===== src/rtl/rtc_pkg.sv =====
// Shared definitions for the RTC snapshot initiator and the RTC register block:
// sequencer state encoding, register map defaults and the capture command value.
package rtc_pkg;

  typedef enum logic [2:0] {
    ST_IDLE = 3'd0,
    ST_CAPT = 3'd1,
    ST_GAP1 = 3'd2,
    ST_RDT  = 3'd3,
    ST_GAP2 = 3'd4,
    ST_RDD  = 3'd5,
    ST_DONE = 3'd6
  } rtc_snap_st_e;

  localparam logic [4:0]  RTC_CMD_ADDR    = 5'h10;
  localparam logic [4:0]  RTC_TIME_ADDR   = 5'h00;
  localparam logic [4:0]  RTC_DATE_ADDR   = 5'h04;
  localparam logic [31:0] RTC_CMD_CAPTURE = 32'h0000_0002;
  localparam logic [3:0]  RTC_BE_ALL      = 4'hF;

  // States that own the register bus (reg_cs high).
  function automatic logic rtc_is_bus_st(input rtc_snap_st_e st);
    return (st == ST_CAPT) || (st == ST_RDT) || (st == ST_RDD);
  endfunction

endpackage


===== src/rtl/rtc_poll_timer.sv =====
// Reload down-counter that pulses expire once every `period` cycles while enabled
// (period 0 behaves as 1). Reloads on enable rise and on every expiry.
module rtc_poll_timer (
  input  logic        sys_clk,
  input  logic        rst,
  input  logic        en,
  input  logic [15:0] period,
  output logic        expire
);

  logic [15:0] cnt_q, cnt_d;
  logic        en_q;
  logic [15:0] reload;

  always_comb begin
    reload = (period == 16'd0) ? 16'd1 : period;
    expire = 1'b0;
    cnt_d  = reload;
    if (en && en_q) begin
      if (cnt_q <= 16'd1) begin
        expire = 1'b1;
      end else begin
        cnt_d = cnt_q - 16'd1;
      end
    end
  end

  always_ff @(posedge sys_clk or posedge rst) begin
    if (rst) begin
      cnt_q <= 16'd0;
      en_q  <= 1'b0;
    end else begin
      cnt_q <= cnt_d;
      en_q  <= en;
    end
  end

endmodule


===== src/rtl/rtc_snap_master.sv =====
// Register-bus initiator: capture command, time read, date read, then an atomic
// 64-bit snapshot update. Each transaction is guarded by an ack timeout.
module rtc_snap_master import rtc_pkg::*; #(
  parameter logic [4:0]  CMD_ADDR  = RTC_CMD_ADDR,
  parameter logic [31:0] CMD_WDATA = RTC_CMD_CAPTURE,
  parameter logic [4:0]  TIME_ADDR = RTC_TIME_ADDR,
  parameter logic [4:0]  DATE_ADDR = RTC_DATE_ADDR,
  parameter int unsigned TIMEOUT   = 256
) (
  input  logic        sys_clk,
  input  logic        rst,
  input  logic        snap_req,
  input  logic        cfg_poll_en,
  input  logic [15:0] cfg_poll_period,
  output logic        busy,
  output logic        snap_valid,
  output logic        snap_err,
  output logic [31:0] snap_time,
  output logic [31:0] snap_date,
  output logic        reg_cs,
  output logic [4:0]  reg_addr,
  output logic [31:0] reg_wdata,
  output logic [3:0]  reg_be,
  output logic        reg_wr,
  input  logic [31:0] reg_rdata,
  input  logic        reg_ack
);

  localparam int TW = $clog2(TIMEOUT + 1);

  rtc_snap_st_e state_q, state_d;
  logic [TW-1:0] tmo_q, tmo_d;
  logic [31:0]   hold_q, hold_d;
  logic [31:0]   snap_time_q, snap_time_d;
  logic [31:0]   snap_date_q, snap_date_d;
  logic          err_q, err_d;
  logic          poll_expire;
  logic          start;
  logic          tmo_hit;

  rtc_poll_timer u_poll_timer (
    .sys_clk (sys_clk),
    .rst     (rst),
    .en      (cfg_poll_en),
    .period  (cfg_poll_period),
    .expire  (poll_expire)
  );

  assign start   = snap_req || (cfg_poll_en && poll_expire);
  assign tmo_hit = rtc_is_bus_st(state_q) && !reg_ack && (tmo_q == TW'(TIMEOUT - 1));

  always_ff @(posedge sys_clk or posedge rst) begin
    if (rst) begin
      state_q     <= ST_IDLE;
      tmo_q       <= '0;
      hold_q      <= '0;
      snap_time_q <= '0;
      snap_date_q <= '0;
      err_q       <= 1'b0;
    end else begin
      state_q     <= state_d;
      tmo_q       <= tmo_d;
      hold_q      <= hold_d;
      snap_time_q <= snap_time_d;
      snap_date_q <= snap_date_d;
      err_q       <= err_d;
    end
  end

  always_comb begin
    state_d = state_q;
    case (state_q)
      ST_IDLE: if (start) state_d = ST_CAPT;
      ST_CAPT: if (reg_ack) state_d = ST_GAP1; else if (tmo_hit) state_d = ST_IDLE;
      ST_GAP1: state_d = ST_RDT;
      ST_RDT:  if (reg_ack) state_d = ST_GAP2; else if (tmo_hit) state_d = ST_IDLE;
      ST_GAP2: state_d = ST_RDD;
      ST_RDD:  if (reg_ack) state_d = ST_DONE; else if (tmo_hit) state_d = ST_IDLE;
      ST_DONE: state_d = ST_IDLE;
      default: state_d = ST_IDLE;
    endcase
  end

  // Both snapshot words load on the same edge (date ack), so they first become
  // visible together in the DONE cycle alongside snap_valid.
  always_comb begin
    tmo_d       = '0;
    hold_d      = hold_q;
    snap_time_d = snap_time_q;
    snap_date_d = snap_date_q;
    err_d       = tmo_hit;
    if (rtc_is_bus_st(state_q) && (state_d == state_q)) begin
      tmo_d = tmo_q + TW'(1);
    end
    if ((state_q == ST_RDT) && reg_ack) begin
      hold_d = reg_rdata;
    end
    if ((state_q == ST_RDD) && reg_ack) begin
      snap_time_d = hold_q;
      snap_date_d = reg_rdata;
    end
  end

  always_comb begin
    reg_cs    = 1'b0;
    reg_addr  = '0;
    reg_wdata = '0;
    reg_wr    = 1'b0;
    case (state_q)
      ST_CAPT: begin
        reg_cs    = 1'b1;
        reg_addr  = CMD_ADDR;
        reg_wdata = CMD_WDATA;
        reg_wr    = 1'b1;
      end
      ST_RDT: begin
        reg_cs   = 1'b1;
        reg_addr = TIME_ADDR;
      end
      ST_RDD: begin
        reg_cs   = 1'b1;
        reg_addr = DATE_ADDR;
      end
      default: begin
      end
    endcase
  end

  assign reg_be     = RTC_BE_ALL;
  assign busy       = (state_q != ST_IDLE);
  assign snap_valid = (state_q == ST_DONE);
  assign snap_err   = err_q;
  assign snap_time  = snap_time_q;
  assign snap_date  = snap_date_q;

endmodule


===== config.mk =====
export PLATFORM = sky130hd
export DESIGN_NAME = rtc_snap_master
export DESIGN_NICKNAME = d
export VERILOG_FILES = /design/src/rtl/rtc_pkg.sv /design/src/rtl/rtc_poll_timer.sv /design/src/rtl/rtc_snap_master.sv
export SDC_FILE = /design/constraint.sdc
export NUM_CORES = 1
export LEC_CHECK = 0
export BUFFER_PORTS_ARGS = -buffer_cell sky130_fd_sc_hd__buf_2
export CAP_MARGIN = 10
export CORE_MARGIN = 1
export CORE_UTILIZATION = 40
export CTS_BUF_LIST = sky130_fd_sc_hd__clkbuf_8
export DETAILED_ROUTE_END_ITERATION = 10
export SLEW_MARGIN = 20
export SYNTH_ARGS = -nofsm -noshare
export SYNTH_HDL_FRONTEND = slang
export SYNTH_HIERARCHICAL = 1
export SYNTH_SLANG_ARGS = --single-unit
export TNS_END_PERCENT = 5

===== constraint.sdc =====
create_clock -name sys_clk -period 3.3 [get_ports sys_clk]
set_input_delay 0.165 -clock sys_clk [delete_from_list [all_inputs] [get_ports sys_clk]]
set_output_delay 0.165 -clock sys_clk [all_outputs]
set_load 0.005 [all_outputs]

==> impl_metrics.csv, run 1 <==
group,metric,value,unit
setup_path,critPathMaxFanout,16,
die,die_area,14400,µm²
setup_path,crit_path_end_kind,"flop",
timing,finClkSkew,0.00882,ns
die,dieWidth,120,µm
timing,final_max_slew_viol_count,0,
synth,synth_cell_types,48,
synth,synth_enable_flop_cells,0,
timing,post-route-period-util,0.622,
clock_network,cts_tree,"yes",
min_path,hold-path-cell-count,2,
synth,synthFlopType,"dfrtp_1",
timing,fin_setup_tns,0,ns
setup_path,r2r_cells,5,
clock_network,clk_path_buf_depth,2,
setup_path,critPathSlowestCell,"a21oi_4",
clock_network,cts_root_buf,"clkbuf_8",
place,hpwlAfterDp,7360,µm
setup_path,cp-start-kind,"flop",
synth,ys_ff_latch,126,
routing,drc,0,
timing,min_period,2.05,ns
routing,ant_nets,0,
die,start_util,0.415,
pwr,irDropWorstVdd,0.315,mV
clock_network,insertion_delay,0.43,ns
pwr,powerDensity,756,nW/µm²
timing,fmax,0.487,GHz
clock_network,cts.repair.resized,0,
synth,netlist.area_leader.share,0.565,
timing,slew-limit-headroom,0.370,
die,dieHeight,120,µm
status,status,"finished, final reports clean",
layout,fill_cells,1158,
die,fp.coreArea,13500,µm²
setup_path,slowest_delay,0.55,ns
place,routabilityCongestion,0.773,
synth,ys_seq_area_frac,0.565,
timing,hold_violations,0,
clock_network,htreeDepth,4,
routing,dr.pass1.iters,4,
place,io_buffers,124,
global_route,grt_overflow,0,
timing,tightest_slew,0.944,ns
pwr,p_leak,3.36,nW
routing,first_iter_violations,156,
synth,yosysWarningCount,6,
layout,drive_above_1_share,0.454,
layout,area_delta_synth_final,26.3,%
global_route,grt_pass1_vias,3576,
die,row_count,42,
routing,vias,3617,
layout,final_area,7050,µm²
die,io_pins,163,
global_route,grt_pass1_wl,17800,µm
min_path,hold_class,"input pin to flop",
synth,postSynthAreaPerCell,14.0,µm²
layout,final_cell_mix,"126 x dfrtp_1, 124 x buf_2, 95 x mux2_2",
layout,n_antenna_cell,0,
routing,via_per_inst,4.69,
synth,syn-cell-area,5580,µm²
layout,final_common_cell,"dfrtp_1",
timing,setup_viol_count_final,0,
layout,layout.nets,640,
place,placed_cell_area,6210,µm²
global_route,grt_max_degree,79,
clock_network,cts_made_buffers,17,
layout,layout.area.seq,3150,µm²
clock_network,clk_pin_slew,0.06,ns
synth,netlist_instances,400,
setup_path,path_cells,"inv_1 -> ha_1 -> o21a_2 -> a21oi_4 -> mux2_2",
layout,multi_input_area,2140,µm²
clock_network,clkSinkCount,126,
synth,synth_area_leaders,"dfrtp_1 56%, mux2_2 19%, buf_4 5.4%",
global_route,antenna_found_initial,0,
routing,wl_per_cell,14.0,µm
synth,synth_top_cell_by_area,"dfrtp_1",
flow_run,timing.max_cap.violations,0,
setup_path,required,3.61,ns
clock_network,cts_setup_buffers,0,
global_route,grt_use_total,0.160,
synth,ys_async_sr_fraction,1.00,
timing,rsz0062_at_grt,"no",
setup_path,crit_type,"flop to flop",
setup_path,crit_arrival,2.36,ns
routing,drt_wl_total,10800,µm
## cells by family (layout without fill, tap and decap cells)
group,Yosys count,after routing,synth area share
adder cells (fa/ha/maj),4,4,0.00896
multiplexers,111,111,0.228
AO/OA/AOI/OAI,17,17,0.0222
XOR/XNOR,16,16,0.0251
buffers and inverters,58,217,0.0762
flip-flops,126,126,0.565
AND/OR/NAND/NOR,66,66,0.0735
other,2,38,0.00134
## timing repair
action                                  CTS  global route
endpoints found under the setup margin    0             0
hold buffers                             49             0
endpoints found under the hold margin   173             0
## registers in the layout, indices dropped and copies added, names as in the netlist
| name | flops |
|---|---|
| hold_q | 32 |
| snap_date | 32 |
| snap_time | 32 |
| u_poll_timer/cnt_q | 16 |
| tmo_q | 9 |
| state_q | 3 |
| snap_err | 1 |
| u_poll_timer/en_q | 1 |
## stage by stage
stage	power, W	worst slack, ns	utilization	hold WS (ns)	instances
5_1_grt	0.00570	1.13	0.524	0.0431	771
2_1_floorplan	0.00353	0.261	-	0.0911	436
3_5_place_dp	0.00416	1.25	0.461	0.325	691
3_3_place_gp	0.00409	1.31	0.461	0.321	691
6_report	0.00533	1.25	0.524	0.0623	771
4_1_cts	0.00542	1.25	0.524	0.0128	771
## routing by layer
layer | share of wire | track usage
met5 | 0 | 0
met4 | 0.022 | 0.0766
met3 | 0.044 | 0.0447
met2 | 0.49 | 0.256
met1 | 0.45 | 0.201
## final timing paths
kind	from	endpoint	slack [ns]
min in group asynchronous	rst	u_poll_timer/cnt_q[8]$_DFF_PP0_	0.44
max	u_poll_timer/cnt_q[0]$_DFF_PP0_	u_poll_timer/cnt_q[15]$_DFF_PP0_	1.25
min	cfg_poll_period[14]	u_poll_timer/cnt_q[14]$_DFF_PP0_	0.06
min reg2reg	hold_q[11]$_DFFE_PP0P_	snap_time[11]$_DFFE_PP0P_	0.48
max in group asynchronous	rst	state_q[1]$_DFF_PP0_	1.96
max reg2reg	u_poll_timer/cnt_q[0]$_DFF_PP0_	u_poll_timer/cnt_q[15]$_DFF_PP0_	1.25
## report_power, final
part / leakage (nW) / switching, W / total [W] / internal [W]
Sequential: 1.53 / 0.000332 / 0.00251 / 0.00218
Combinational: 1.63 / 0.000647 / 0.00163 / 0.000982
Clock: 0.197 / 0.000558 / 0.00119 / 0.000632
Total: 3.36 / 0.00154 / 0.00533 / 0.00380
## Yosys cell counts (2+ instances only)
library cell  number
dfrtp_1          126
mux2_4             7
ha_1               4
nor3_1             4
nand3_1            7
mux2i_1            2
nor4_1             5
or3_1              4
buf_6              7
inv_1              7
nor2_1            12
mux2_2            95
buf_2              4
nand4_1            4
conb_1             2
buf_4             40
xor2_1             5
o21ai_0            5
mux2_1             7
a21oi_1            3
nand2_1           12
xnor2_1           11
and3_1             2
## area by class of cell
class	instances	area share
clock inverters	11	0.0112
clock buffers	20	0.0390
flip-flops and latches	126	0.447
multi-input cells	252	0.304
well taps	176	0.0312
inverters	7	0.00408
repair buffers	179	0.164
## critical path, delay by kind of cell, from the launching register on
kind	cells	cell delay, ns
flip-flops	1	0.42
adder cells (fa/ha/maj)	1	0.23
multiplexers	1	0.41
AO/OA/AOI/OAI	2	0.81
buffers and inverters	1	0.06
No activity file was read; power rests on OpenSTA's default activity.
==> inputs of run 2 (changes only) <==
--- a/config.mk
+++ b/config.mk
@@ -5,6 +5,7 @@
 export SDC_FILE = /design/constraint.sdc
 export NUM_CORES = 1
 export LEC_CHECK = 0
+export ABC_AREA = 1
 export BUFFER_PORTS_ARGS = -buffer_cell sky130_fd_sc_hd__buf_2
 export CAP_MARGIN = 10
 export CORE_MARGIN = 1
==> constraint.sdc (replaced) <==
create_clock -name sys_clk -period 2.1 [get_ports sys_clk]
set_input_delay 0.105 -clock sys_clk [delete_from_list [all_inputs] [get_ports sys_clk]]
set_output_delay 0.105 -clock sys_clk [all_outputs]
set_load 0.005 [all_outputs]
==> impl_metrics.csv, run 2 <==
group,metric,value,unit
min_path,hold_class,"input pin to flop",
die,die_area,15200,µm²
timing,min_period,1.87,ns
layout,fin_cells,1053,
layout,post-route-util,0.530,
global_route,grt_overflow,0,
layout,final_cell_mix,"202 x nand2_1, 126 x dfrtp_1, 124 x buf_2",
min_path,min_from,"reg_ack",
clock_network,clk_pin_slew,0.07,ns
die,io_pins,163,
routing,wl_per_cell,12.6,µm
timing,fin_setup_tns,0,ns
setup_path,path_cells,"inv_1 -> ha_1 -> o21ai_1 -> nor2_2 -> nand2_4 -> nor2_1 -> nand2_1 -> inv_1 -> o21ai_0 -> nand2_1 -> nand2_4 -> nor2_1",
routing,wl_met3,687,µm
synth,synthFlopType,"dfrtp_1",
pwr,intPower,0.00572,W
timing,fmax,0.533,GHz
routing,met1Wirelength,6120,µm
die,start_util,0.416,
synth,synth.most_common_cell,"nand2_1",
pwr,power_frac_comb,0.273,
timing,slew-limit-headroom,0.538,
setup_path,slowest_delay,0.37,ns
routing,dr.pass1.iters,5,
timing,final_max_slew_viol_count,0,
pwr,irDropWorstVdd,0.606,mV
synth,netlist_instances,686,
global_route,grt_use_total,0.187,
layout,final_common_cell,"nand2_1",
setup_path,crit_type,"flop to flop",
global_route,grt_pass1_wl,21800,µm
routing,drt_wl_total,13200,µm
place,placed_cell_area,6500,µm²
routing,vias,4849,
place,dp.cells,970,
clock_network,htreeDepth,4,
timing,finClkSkew,0.0110,ns
synth,yosysWarningCount,6,
setup_path,cp-start-kind,"flop",
place,io_buffers,124,
place,hpwlAfterDp,8830,µm
layout,final_area,7470,µm²
setup_path,cp-startpoint,"u_poll_timer/cnt_q[0]$_DFF_PP0_",
pwr,powerDensity,1130,nW/µm²
routing,wl_met2,6330,µm
routing,via_per_inst,4.60,
pwr,p_seq_frac,0.447,
routing,first_iter_violations,239,
die,fp.coreArea,14100,µm²
synth,synth_top_cell_by_area,"dfrtp_1",
status,status,"finished, final reports clean",
synth,syn-cell-area,5870,µm²
timing,post-route-period-util,0.893,
pwr,swShare,0.322,
clock_network,cts_tree,"yes",
clock_network,cts_root_buf,"clkbuf_8",
setup_path,crit_arrival,2.21,ns
global_route,grt_max_degree,65,
pwr,clkPwrFrac,0.279,
flow_run,timing.max_cap.violations,0,
timing,setup_viol_count_final,0,
layout,area_delta_synth_final,27.3,%
routing,drc,0,
synth,postSynthAreaPerCell,8.56,µm²
synth,netlist.area_leader.share,0.537,
synth,synth_cell_types,32,
global_route,antenna_found_initial,0,
pwr,p_leak,4.05,nW
setup_path,required,2.43,ns
pwr,power.switching,0.00271,W
clock_network,cts_made_buffers,17,
synth,ys_seq_area_frac,0.537,
synth,synth_enable_flop_cells,0,
routing,top_layer,"met4",
place,routabilityCongestion,0.931,
synth,ys_ff_latch,126,
global_route,grt_pass1_vias,4644,
timing,rsz0062_at_grt,"no",
layout,layout.nets,917,
die,dieWidth,123,µm
layout,fill_cells,1291,
clock_network,clkSinkCount,126,
timing,tightest_slew,0.692,ns
layout,drive_above_1_share,0.231,
setup_path,critPathMaxFanout,9,
clock_network,insertion_delay,0.45,ns
timing,hold_violations,0,
clock_network,clk_path_buf_depth,2,
synth,ys_async_sr_fraction,1.00,
setup_path,crit_path_end_kind,"flop",
die,dieHeight,123,µm
setup_path,critPathSlowestCell,"dfrtp_1",
setup_path,crit_buf_inv,2,
setup_path,reg2reg_from,"u_poll_timer/cnt_q[0]$_DFF_PP0_",
routing,ant_nets,0,
synth,synth_top_cells_by_count,"202 x nand2_1, 126 x dfrtp_1, 63 x inv_1",
synth,synth_area_leaders,"dfrtp_1 54%, nand2_1 13%, buf_4 5.1%",
die,row_count,43,
layout,n_antenna_cell,0,
setup_path,cp_top_family,"simple AND/OR/NAND/NOR gates",
## run 2: layout make-up
cell class / count / area, µm² / share of cell area
Inverter: 65 / 248 / 0.0332
Tap cell: 180 / 225 / 0.0301
Timing Repair Buffer: 185 / 1240 / 0.166
Clock buffer: 21 / 289 / 0.0387
Sequential cell: 126 / 3150 / 0.422
Clock inverter: 11 / 163 / 0.0218
Multi-Input combinational cell: 465 / 2150 / 0.288
## run 2: logic make-up (layout without fill, tap and decap cells)
logic type                 Yosys count  after routing  synth area share
AOI/OAI and AO/OA                   87             87            0.0808
xor gates and xnor gates             8              8            0.0119
adders and majority gates            4              4           0.00853
buffers and inverters              131            282             0.121
DFF                                126            126             0.537
other                                2             38           0.00128
and+or+nand+nor                    328            328             0.239
## run 2: worst paths after layout
check / endpoint / slack [ns] / cells after the start
setup / recovery: tmo_q[6]$_DFF_PP0_ / 0.23 / 12
hold / removal: state_q[1]$_DFF_PP0_ / 0.05 / 4
setup reg to reg: tmo_q[6]$_DFF_PP0_ / 0.23 / 12
hold reg to reg: snap_time[2]$_DFFE_PP0P_ / 0.47 / 2
max in group asynchronous: hold_q[10]$_DFFE_PP0P_ / 1.08 / 5
min in group asynchronous: snap_date[28]$_DFFE_PP0P_ / 0.25 / 3
## run 2: worst register-to-register path, stage by stage, from the launching register on
cell and delay (ns):
dfrtp_1 0.37, inv_1 0.08, ha_1 0.28, o21ai_1 0.19
nor2_2 0.08, nand2_4 0.11, nor2_1 0.05, nand2_1 0.05
inv_1 0.03, o21ai_0 0.22, nand2_1 0.14, nand2_4 0.12
nor2_1 0.05
## run 2: routing by layer
metal	up-vias	track usage
li1	2419	-
met1	2280	0.246
met2	141	0.296
met3	9	0.0530
met4	0	0.0633
met5	-	0
## run 2: per-stage QoR
stage          hold WS, ns  setup slack (ns)  power (W)
2_1_floorplan       0.0311             0.437    0.00516
3_3_place_gp         0.173             0.298    0.00598
3_5_place_dp         0.184             0.230    0.00605
4_1_cts            0.00283             0.210    0.00851
5_1_grt             0.0316            0.0141    0.00912
6_report            0.0539             0.225    0.00844
## run 2: what timing repair did
action,CTS,global route
hold buffers,50,0
buffers inserted,0,1
endpoints found under the hold margin,116,0
endpoints found under the setup margin,0,9
gates resized for setup,0,3
## run 2: power by group through the flow
stage	combinational (W)	sequential (W)	clock [W]
3_5_place_dp	0.00224	0.00382	0
2_1_floorplan	0.00137	0.00379	0
4_1_cts	0.00231	0.00378	0.00242
5_1_grt	0.00270	0.00389	0.00253
6_report	0.00231	0.00378	0.00236
3_3_place_gp	0.00218	0.00379	0
==> inputs of run 3 (changes only) <==
--- a/config.mk
+++ b/config.mk
@@ -12,9 +12,9 @@
 export CORE_UTILIZATION = 40
 export CTS_BUF_LIST = sky130_fd_sc_hd__clkbuf_8
 export DETAILED_ROUTE_END_ITERATION = 10
+export PLACE_DENSITY = 0.67
 export SLEW_MARGIN = 20
 export SYNTH_ARGS = -nofsm -noshare
 export SYNTH_HDL_FRONTEND = slang
-export SYNTH_HIERARCHICAL = 1
 export SYNTH_SLANG_ARGS = --single-unit
 export TNS_END_PERCENT = 5
==> constraint.sdc (replaced) <==
create_clock -name sys_clk -period 1.61 [get_ports sys_clk]
set_input_delay 0.0805 -clock sys_clk [delete_from_list [all_inputs] [get_ports sys_clk]]
set_output_delay 0.0805 -clock sys_clk [all_outputs]
set_load 0.005 [all_outputs]
==> impl_metrics.csv, run 3 <==
group,metric,value,unit
clock_network,clk_path_buf_depth,2,
setup_path,path_cells,"ha_2 -> nand3_2 -> nor3_2 -> and3_4 -> ha_4 -> nand2_2 -> nand4_1 -> nand3_1 -> nand2_1 -> inv_2 -> nand2_4 -> nor2_1",
clock_network,cts_root_buf,"clkbuf_8",
setup_path,ff2ff_setup_slack,-0.25,ns
layout,layout.nets,831,
pwr,power_frac_comb,0.319,
routing,drc,0,
min_path,hold_class,"input pin to asynchronous set/reset pin",
timing,rsz0062_at_grt,"yes",
clock_network,insertion_delay,0.44,ns
place,hpwlAfterDp,8390,µm
clock_network,htreeDepth,4,
die,dieWidth,121,µm
pwr,swShare,0.333,
layout,final_common_cell,"dfrtp_1",
setup_path,cp-start-kind,"flop",
synth,synth_top_cells_by_count,"126 x dfrtp_1, 119 x nand2_1, 53 x inv_1",
setup_path,slowest_delay,0.36,ns
synth,ys_async_sr_fraction,1.00,
clock_network,cts_made_buffers,17,
synth,synth_area_leaders,"dfrtp_1 56%, nand2_1 7.9%, buf_4 5.6%",
pwr,powerDensity,1520,nW/µm²
layout,final_cell_mix,"126 x dfrtp_1, 124 x buf_2, 117 x nand2_1",
setup_path,reg2reg_from,"tmo_q[0]$_DFF_PP0_",
setup_path,crit_type,"flop to flop",
place,dp.cells,878,
synth,syn-cell-area,5640,µm²
die,start_util,0.408,
pwr,totalPowerFinal,0.0115,W
clock_network,cts_tree,"yes",
timing,tightest_slew,0.581,ns
setup_path,critPathMaxFanout,4,
clock_network,clkSinkCount,126,
routing,via_per_inst,4.58,
timing,finClkSkew,0.0111,ns
die,dieHeight,121,µm
timing,post-route-period-util,1.16,
pwr,power.switching,0.00382,W
synth,ys_seq_area_frac,0.559,
synth,synth.most_common_cell,"dfrtp_1",
global_route,grt_max_degree,80,
routing,drt_wl_total,12800,µm
global_route,grt_pass1_wl,20900,µm
pwr,intPower,0.00765,W
setup_path,crit_arrival,2.20,ns
layout,area_delta_synth_final,33.7,%
status,status,"finished with violations",
die,row_count,43,
synth,synth_top_cell_by_area,"dfrtp_1",
timing,fmax,0.537,GHz
place,routabilityCongestion,0.847,
setup_path,critPathSlowestCell,"dfrtp_1",
flow_run,timing.max_cap.violations,0,
pwr,irDropWorstVdd,0.763,mV
layout,drive_above_1_share,0.307,
routing,dr.pass1.iters,4,
routing,first_iter_violations,226,
timing,slew-limit-headroom,0.613,
setup_path,reg2reg_to,"tmo_q[8]$_DFF_PP0_",
place,dp_slack,-0.236,ns
setup_path,required,1.95,ns
layout,fin_cells,967,
timing,hold_violations,0,
timing,min_period,1.86,ns
timing,setup_viol_count_final,11,
die,io_pins,163,
synth,netlist.area_leader.share,0.559,
synth,ys_ff_latch,126,
global_route,grt_use_total,0.184,
routing,vias,4430,
global_route,grt_pass1_vias,4405,
synth,postSynthAreaPerCell,9.85,µm²
die,die_area,14600,µm²
global_route,grt_overflow,0,
layout,n_antenna_cell,0,
timing,final_max_slew_viol_count,0,
clock_network,clk_pin_slew,0.08,ns
global_route,antenna_found_initial,0,
synth,yosysWarningCount,0,
synth,synthFlopType,"dfrtp_1",
synth,synth_enable_flop_cells,0,
status,failed_checks,"setup timing",
routing,ant_nets,0,
setup_path,crit_path_end_kind,"flop",
routing,wl_per_cell,13.3,µm
die,fp.coreArea,13800,µm²
setup_path,r2r_cells,12,
synth,synth_cell_types,31,
timing,fin_ws,-0.251,ns
pwr,clkPwrFrac,0.238,
synth,netlist_instances,573,
pwr,p_leak,3.96,nW
pwr,p_seq_frac,0.443,
place,io_buffers,124,
==> run 3: per-stage QoR <==
step	utilization	hold WS [ns]	area, µm²	setup TNS [ns]
CTS	0.535	0.0176	7400	-1.76
floorplan	-	0.112	5790	-4.20
detailed placement	0.466	-0.0158	6450	-2.13
global placement	0.466	-0.0174	6450	-1.74
finish	0.546	0.0685	7540	-2.24
global route	0.546	0.0523	7540	-3.67
==> run 3: how the worst max path moves through the flow <==
stage | from | endpoint | slack, ns | cells after the start
2_1_floorplan | tmo_q[0]$_DFF_PP0_ | tmo_q[0]$_DFF_PP0_ | -0.13 | 12
3_3_place_gp | tmo_q[0]$_DFF_PP0_ | tmo_q[7]$_DFF_PP0_ | -0.19 | 12
3_5_place_dp | tmo_q[1]$_DFF_PP0_ | tmo_q[6]$_DFF_PP0_ | -0.24 | 12
4_1_cts | tmo_q[0]$_DFF_PP0_ | tmo_q[0]$_DFF_PP0_ | -0.20 | 12
5_1_grt | tmo_q[0]$_DFF_PP0_ | tmo_q[7]$_DFF_PP0_ | -0.38 | 12
6_report | tmo_q[0]$_DFF_PP0_ | tmo_q[8]$_DFF_PP0_ | -0.25 | 12
==> run 3: power groups by stage <==
stage / clock network [W] / registers (W) / logic [W]
3_3_place_gp: 0 / 0.00505 / 0.00323
5_1_grt: 0.00295 / 0.00523 / 0.00413
4_1_cts: 0.00282 / 0.00508 / 0.00353
3_5_place_dp: 0 / 0.00512 / 0.00335
6_report: 0.00273 / 0.00508 / 0.00366
2_1_floorplan: 0 / 0.00512 / 0.00190
==> run 3: worst max-delay path, delay by kind of cell, from the launching register on <==
| kind | cells | cell delay [ns] |
|---|---|---|
| DFF | 1 | 0.36 |
| adders and majority gates | 2 | 0.35 |
| and+or+nand+nor | 9 | 0.97 |
| buffers and inverters | 1 | 0.07 |
==> run 3: logic make-up after synthesis <==
| family | after synthesis | share of synthesized area |
|---|---|---|
| compound gates | 82 | 0.0747 |
| xor+xnor | 15 | 0.0233 |
| fa+ha+maj | 4 | 0.00887 |
| buf+inv | 119 | 0.116 |
| flops | 126 | 0.559 |
| mux | 32 | 0.0772 |
| other cells | 2 | 0.00133 |
| simple gates | 193 | 0.140 |
==> run 3: routing by layer <==
layer / GRT usage / part of all wire / vias to the layer above / wire (µm)
li1: - / - / 2152 / -
met1: 0.223 / 0.43 / 2116 / 5520
met2: 0.306 / 0.50 / 124 / 6440
met3: 0.0406 / 0.036 / 38 / 459
met4: 0.0995 / 0.031 / 0 / 400
met5: 0 / 0 / - / 0
==> run 3: repair_timing <==
item | CTS | global route
hold buffers | 51 | 0
cloned | 1 | 0
pin swaps | 3 | 2
gates resized for setup | 8 | 27
endpoints found under the setup margin | 13 | 60
buffers inserted | 2 | 3
endpoints found under the hold margin | 208 | 0
==> run 3: area by class of cell <==
class | instances | area [µm²]
tap | 180 | 225
multi-input combinational | 365 | 2130
timing repair buffer | 204 | 1410
fill | 1181 | 6280
clock buffer | 17 | 234
inverter | 60 | 234
sequential | 126 | 3150
clock inverter | 15 | 160
